$ cat src/rtl/lock_pkg.sv
// Shared state encodings and defaults for the lock controller and its display driver.
package lock_pkg;

    typedef enum logic [2:0] {
        ST_ERR  = 3'b001,
        ST_ON   = 3'b010,
        ST_OFF  = 3'b011,
        ST_OPEN = 3'b100
    } lock_state_e;

    localparam logic [3:0]  DEFAULT_CODE      = 4'b1010;
    localparam int unsigned DEFAULT_MAX_TRIES = 3;
    localparam int unsigned TIMER_W           = 29;

    // Last timer value of a dwell lasting `cycles` clocks.
    function automatic logic [TIMER_W-1:0] dwell_last(input int unsigned cycles);
        return (cycles > 0) ? TIMER_W'(cycles - 1) : '0;
    endfunction

endpackage

$ cat src/rtl/btn_debounce.sv
// Button conditioner: 2-FF synchronizer, stable-level debouncer and one-cycle press pulse.
module btn_debounce #(
    parameter int unsigned DEBOUNCE_CYCLES = 500_000
) (
    input  logic i_clk,
    input  logic i_rst,
    input  logic i_btn,
    output logic o_press
);

    localparam int unsigned   CW       = (DEBOUNCE_CYCLES > 1) ? $clog2(DEBOUNCE_CYCLES) : 1;
    localparam logic [CW-1:0] CNT_LAST = CW'(DEBOUNCE_CYCLES - 1);

    logic [1:0]    r_sync;
    logic          r_stable;
    logic [CW-1:0] r_cnt;
    logic          r_press;

    // The count only runs while the synchronized level differs from the accepted one,
    // so any bounce restarts it, and release needs the same stable time as press.
    always_ff @(posedge i_clk or posedge i_rst) begin
        if (i_rst) begin
            r_sync   <= '0;
            r_stable <= 1'b0;
            r_cnt    <= '0;
            r_press  <= 1'b0;
        end else begin
            r_sync  <= {r_sync[0], i_btn};
            r_press <= 1'b0;
            if (r_sync[1] == r_stable) begin
                r_cnt <= '0;
            end else if (r_cnt == CNT_LAST) begin
                r_cnt    <= '0;
                r_stable <= r_sync[1];
                r_press  <= r_sync[1];
            end else begin
                r_cnt <= r_cnt + 1'b1;
            end
        end
    end

    assign o_press = r_press;

endmodule

$ cat src/rtl/lock_ctrl.sv
// Combination-lock controller with OFF/ON/OPEN/ERR states.
// Define LOCK_LOCKOUT_EN to make ERR return to ON after LOCK_CYCLES.
module lock_ctrl
    import lock_pkg::*;
#(
    parameter logic [3:0]  CODE            = DEFAULT_CODE,
    parameter int unsigned MAX_TRIES       = DEFAULT_MAX_TRIES,
    parameter int unsigned DEBOUNCE_CYCLES = 500_000,
    parameter int unsigned OPEN_CYCLES     = 250_000_000,
    parameter int unsigned LOCK_CYCLES     = 500_000_000
) (
    input  logic       clk,
    input  logic       rst,
    input  logic [3:0] sw,
    input  logic       btn_enter,
    input  logic       btn_power,
    output logic [2:0] state,
    output logic       buzz
);

    localparam logic [2:0]         TRIES_LAST = 3'(MAX_TRIES - 1);
    localparam logic [TIMER_W-1:0] OPEN_LAST  = dwell_last(OPEN_CYCLES);
    // Saturation point covers the longest dwell so the timer can never wrap.
    localparam logic [TIMER_W-1:0] TIMER_SAT  =
        dwell_last((OPEN_CYCLES > LOCK_CYCLES) ? OPEN_CYCLES : LOCK_CYCLES);
`ifdef LOCK_LOCKOUT_EN
    localparam logic [TIMER_W-1:0] LOCK_LAST  = dwell_last(LOCK_CYCLES);
`endif

    logic w_enter;
    logic w_power;
    logic w_timer_run;

    lock_state_e        r_state;
    lock_state_e        w_next;
    logic [2:0]         r_tries;
    logic [TIMER_W-1:0] r_timer;
    logic               r_buzz;

    btn_debounce #(.DEBOUNCE_CYCLES(DEBOUNCE_CYCLES)) u_db_enter (
        .i_clk   (clk),
        .i_rst   (rst),
        .i_btn   (btn_enter),
        .o_press (w_enter)
    );

    btn_debounce #(.DEBOUNCE_CYCLES(DEBOUNCE_CYCLES)) u_db_power (
        .i_clk   (clk),
        .i_rst   (rst),
        .i_btn   (btn_power),
        .o_press (w_power)
    );

`ifdef LOCK_LOCKOUT_EN
    assign w_timer_run = (r_state == ST_OPEN) || (r_state == ST_ERR);
`else
    assign w_timer_run = (r_state == ST_OPEN);
`endif

    // Power is tested first in every state so it always wins over enter.
    always_comb begin
        w_next = r_state;
        case (r_state)
            ST_OFF: begin
                if (w_power) w_next = ST_ON;
            end
            ST_ON: begin
                if (w_power) begin
                    w_next = ST_OFF;
                end else if (w_enter) begin
                    if (sw == CODE)              w_next = ST_OPEN;
                    else if (r_tries == TRIES_LAST) w_next = ST_ERR;
                end
            end
            ST_OPEN: begin
                if (w_power)                   w_next = ST_OFF;
                else if (r_timer == OPEN_LAST) w_next = ST_ON;
            end
            ST_ERR: begin
                if (w_power) w_next = ST_OFF;
`ifdef LOCK_LOCKOUT_EN
                else if (r_timer == LOCK_LAST) w_next = ST_ON;
`endif
            end
            default: w_next = ST_OFF;
        endcase
    end

    always_ff @(posedge clk or posedge rst) begin
        if (rst) begin
            r_state <= ST_OFF;
            r_tries <= '0;
            r_timer <= '0;
            r_buzz  <= 1'b0;
        end else begin
            r_state <= w_next;
            r_buzz  <= (w_next == ST_ERR) && (r_state != ST_ERR);
            if (w_next != r_state) begin
                r_timer <= '0;
                r_tries <= '0;
            end else begin
                if (w_timer_run && (r_timer != TIMER_SAT)) r_timer <= r_timer + 1'b1;
                if ((r_state == ST_ON) && w_enter && !w_power && (sw != CODE))
                    r_tries <= r_tries + 1'b1;
            end
        end
    end

    assign state = r_state;
    assign buzz  = r_buzz;

endmodule

$ cat config.mk
export PLATFORM = sky130hd
export DESIGN_NAME = lock_ctrl
export DESIGN_NICKNAME = d
export VERILOG_FILES = /design/src/rtl/lock_pkg.sv /design/src/rtl/btn_debounce.sv /design/src/rtl/lock_ctrl.sv
export SDC_FILE = /design/constraint.sdc
export NUM_CORES = 1
export LEC_CHECK = 0
export ABC_AREA = 0
export CAP_MARGIN = 40
export CORE_ASPECT_RATIO = 1.25
export CORE_MARGIN = 2
export CORE_UTILIZATION = 57
export CTS_BUF_LIST = sky130_fd_sc_hd__clkbuf_4 sky130_fd_sc_hd__clkbuf_8
export DETAILED_ROUTE_END_ITERATION = 10
export GPL_TIMING_DRIVEN = 0
export PLACE_DENSITY = 0.74
export SLEW_MARGIN = 20
export SYNTH_ARGS = -nofsm -noshare
export SYNTH_HDL_FRONTEND = slang
export SYNTH_SLANG_ARGS = --single-unit
$ cat constraint.sdc
create_clock -name clk -period 6.47 [get_ports clk]
set_input_delay 1.294 -clock clk [delete_from_list [all_inputs] [get_ports clk]]
set_output_delay 1.294 -clock clk [all_outputs]
set_load 0.02 [all_outputs]
==> summary.md <==
| Metric | Value |
|---|---|
| DR iter-0 viols | `216` |
| Max cap viols | `0` |
| Status | `completed` |
| Synth Flop Type | `dfrtp_1` |
| Worst vdd ir | `150 uV` |
| Setup Fix Bufs, Post-CTS | `0` |
| Final Routed Wirelength | `9150 um` |
| Yosys cell types | `58` |
| Vias per cell | `5.97` |
| Async S/R FF share, synth | `100%` |
| Via count of the first global-routing pass | `3,421` |
| Wire per inst | `15.7 um` |
| Power Dens Cells | `189 nW/um^2` |
| Placed Area | `4760 sq um` |
| Clk sinks | `82` |
| Layout Skew | `0.0116 ns` |
| Post-synthesis register bit count | `82` |
| I/O Buffers | `11` |
| PostCTS Resize Cnt | `0` |
| R2R Setup Slk | `3.99 ns` |
| ANT cells | `0` |
| Antenna-violating nets left | `0` |
| Clock Latency Late Sink | `0.36 ns` |
| DIE WIDTH | `83.5 um` |
| Post-Synthesis Cell Area | `4500 sq um` |
| Total track usage | `22.7%` |
| DRC viols | `0` |
| Max Buffers Root-to-Sink | `2` |
| Fin crit share | `51.2%` |
| Register area share after synthesis | `45.7%` |
| RSZ-0062 raised after global routing | `no` |
| Worst path arrival time | `3.53 ns` |
| Setup Crit Path Kind | `primary input to register` |
| Top Ports | `12` |
| EDFF count, synth | `0` |
| Worst path slowest cell | `nor4bb_1` |
| Remaining Overflow, GRT | `0` |
| Worst path required time | `6.68 ns` |
| Fmax | `302 MHz` |
| Avg Cell Area, Syn | `9.78 sq um` |
| Max-slew violations | `0` |
| Worst reg2reg path endpoint | `r_tries[1]` |
| Die area | `8620 sq um` |
| Final Hold Fails | `0` |
| Hold Path Class | `register to register` |
| Synth Warn # | `0` |
| Slew headroom | `49.3%` |
| Hpwl dp | `6400 um` |
| Min Tclk post-route | `3.31 ns` |
| Worst-path maximum fanout | `10` |
| Share of post-route cells with drive strength above 1 | `8.61%` |
| Core area | `7750 sq um` |
| Routed via count | `3,482` |
| CTS tree | `yes` |
| Critical Path Start | `sw[3]` |
| Total Nets Final | `496` |
| Worst reg-to-reg path cell count | `6` |
| Clock Tree Root | `clkbuf_8` |
| Mapped Cells | `460` |
| GP Congestion | `0.875` |
| Fin area | `4960 sq um` |
| Syn Nets | `473` |
| FP Rows | `36` |
| Reg2reg start | `r_timer[10]` |
| Leakage power | `1.94 nW` |
| Critical path launch point type | `primary input` |
| # fillers | `644` |
| Critical path endpoint | `r_tries[1]` |
| Initial antenna violation count | `0` |
| First-pass GRT wire length | `15,800 um` |
| Cts hold-fix bufs | `0` |
| H-tree depth | `3` |
| Clk slew on worst S/H paths | `0.09 ns` |
| Starting Density | `58.1%` |
| Area growth from synthesis to layout | `10.4%` |
| Num CTS Buffers | `9` |
| Cell breakdown of the critical path | `clkdlybuf4s50_1, nor4bb_1, o21ai_0, o21a_1, o21ai_1, clkbuf_1, a211oi_1` |
| Setup violators final | `0` |
| Pin count of the biggest net entering global routing | `57` |
| Die Span Y | `103 um` |
| Largest stage delay, worst path | `0.48 ns` |
| Worst-Margin Slew | `0.755 ns` |
| Worst setup EP type | `register` |
| DRT Pass-1 Iters | `6` |
| Setup_tns | `0 ns` |
-- per-stage QoR --
| stage | utilization (%) | hold WS [ns] | total power [W] | instances | worst slack (ns) |
|---|---|---|---|---|---|
| 3_5_place_dp | 61.4 | 0.343 | 0.000559 | 567 | 2.80 |
| 6_report | 64.1 | 0.366 | 0.000940 | 583 | 3.16 |
| 5_1_grt | 64.1 | 0.377 | 0.000976 | 583 | 2.95 |
| 3_3_place_gp | 61.0 | 0.336 | 0.000556 | 566 | 1.85 |
| 2_1_floorplan | - | 0.331 | 0.000546 | 460 | 3.07 |
| 4_1_cts | 64.1 | 0.364 | 0.000952 | 583 | 3.17 |
-- cells in the mapped netlist, types with 4 or more instances --
master	instances	area share, %
a211oi_1	27	4.5
a21oi_1	5	0.56
a221oi_2	4	1.3
and3_1	14	1.9
and4_1	5	0.97
buf_6	4	1.0
clkbuf_1	13	1.1
dfrtp_1	80	45
ha_1	5	1.4
inv_1	12	1.0
nand2_1	29	2.4
nand3_1	27	3.0
nand4_1	19	2.6
nor2_1	57	4.8
nor3_1	18	2.0
nor4_1	10	1.4
o21a_1	4	0.67
o21ai_0	8	0.89
or3_1	6	0.83
xnor2_1	29	5.6
xor2_1	29	5.6
-- layer usage --
layer / wire length (um) / global-route usage, % / vias to the layer above / share of wire [%]
li1: - / - / 1707 / -
met1: 3970 / 27.9 / 1706 / 43
met2: 4750 / 39.6 / 59 / 52
met3: 298 / 4.76 / 10 / 3.3
met4: 139 / 9.43 / 0 / 1.5
met5: 0 / 0 / - / 0
-- flip-flops by register name, summed over array words and instances (netlist names), 2 cells and up --
| name | cells |
|---|---|
| r_timer | 29 |
| u_db_power.r_sync | 2 |
| u_db_enter.r_sync | 2 |
| u_db_power.r_cnt | 19 |
| state | 3 |
| u_db_enter.r_cnt | 19 |
| r_tries | 3 |
-- cell usage in the layout (no fill, tap or decap), types with 11 or more instances in the layout --
master / n
nand2_1: 29
inv_1: 11
nand3_1: 27
xor2_1: 29
clkdlybuf4s50_1: 11
a211oi_1: 27
and3_1: 14
nor3_1: 18
nand4_1: 19
dfrtp_1: 80
xnor2_1: 29
nor2_1: 57
clkbuf_1: 13
-- worst max-delay path: cells and delay by family --
family / cells / cell delay (ns)
AOI/OAI and AO/OA: 4 / 0.80
buffers and inverters: 2 / 0.95
and+or+nand+nor: 1 / 0.48
-- logic make-up (layout without fill, tap and decap cells) --
| kind of cell | Yosys count | in the layout | share of synthesized area (%) |
|---|---|---|---|
| buffers and inverters | 33 | 61 | 3.53 |
| multiplexers | 3 | 3 | 0.807 |
| adder cells (fa/ha/maj) | 5 | 5 | 1.39 |
| AND/OR/NAND/NOR | 217 | 217 | 26.8 |
| XOR/XNOR | 58 | 58 | 11.3 |
| flip-flops | 82 | 82 | 45.7 |
| AO/OA/AOI/OAI | 62 | 62 | 10.5 |
-- worst min path at each step --
stage | cells after the start | endpoint | from
finish | 0 | u_db_enter.r_sync[1] | u_db_enter.r_sync[0]
global route | 0 | u_db_enter.r_sync[1] | u_db_enter.r_sync[0]
CTS | 0 | u_db_enter.r_sync[1] | u_db_enter.r_sync[0]
detailed placement | 0 | u_db_enter.r_sync[1] | u_db_enter.r_sync[0]
global placement | 0 | u_db_power.r_sync[1] | u_db_power.r_sync[0]
floorplan | 0 | u_db_enter.r_sync[1] | u_db_enter.r_sync[0]
-- final cells by class --
cell class,instances,area (sq um),area share [%]
Multi-Input combinational cell,345,2280,46.0
Sequential cell,82,2050,41.4
Timing Repair Buffer,12,138,2.77
Clock buffer,9,124,2.49
Tap cell,95,119,2.39
Buffer,21,114,2.29
Clock inverter,7,83.8,1.69
Inverter,12,47.5,0.958
-- report_power, final --
| group | switching [W] | internal (W) |
|---|---|---|
| clock network | 0.000206 | 0.000187 |
| logic | 0.0000174 | 0.0000100 |
| registers | 0.00000419 | 0.000516 |
| total | 0.000227 | 0.000713 |
No activity file was read; power rests on OpenSTA's default activity.
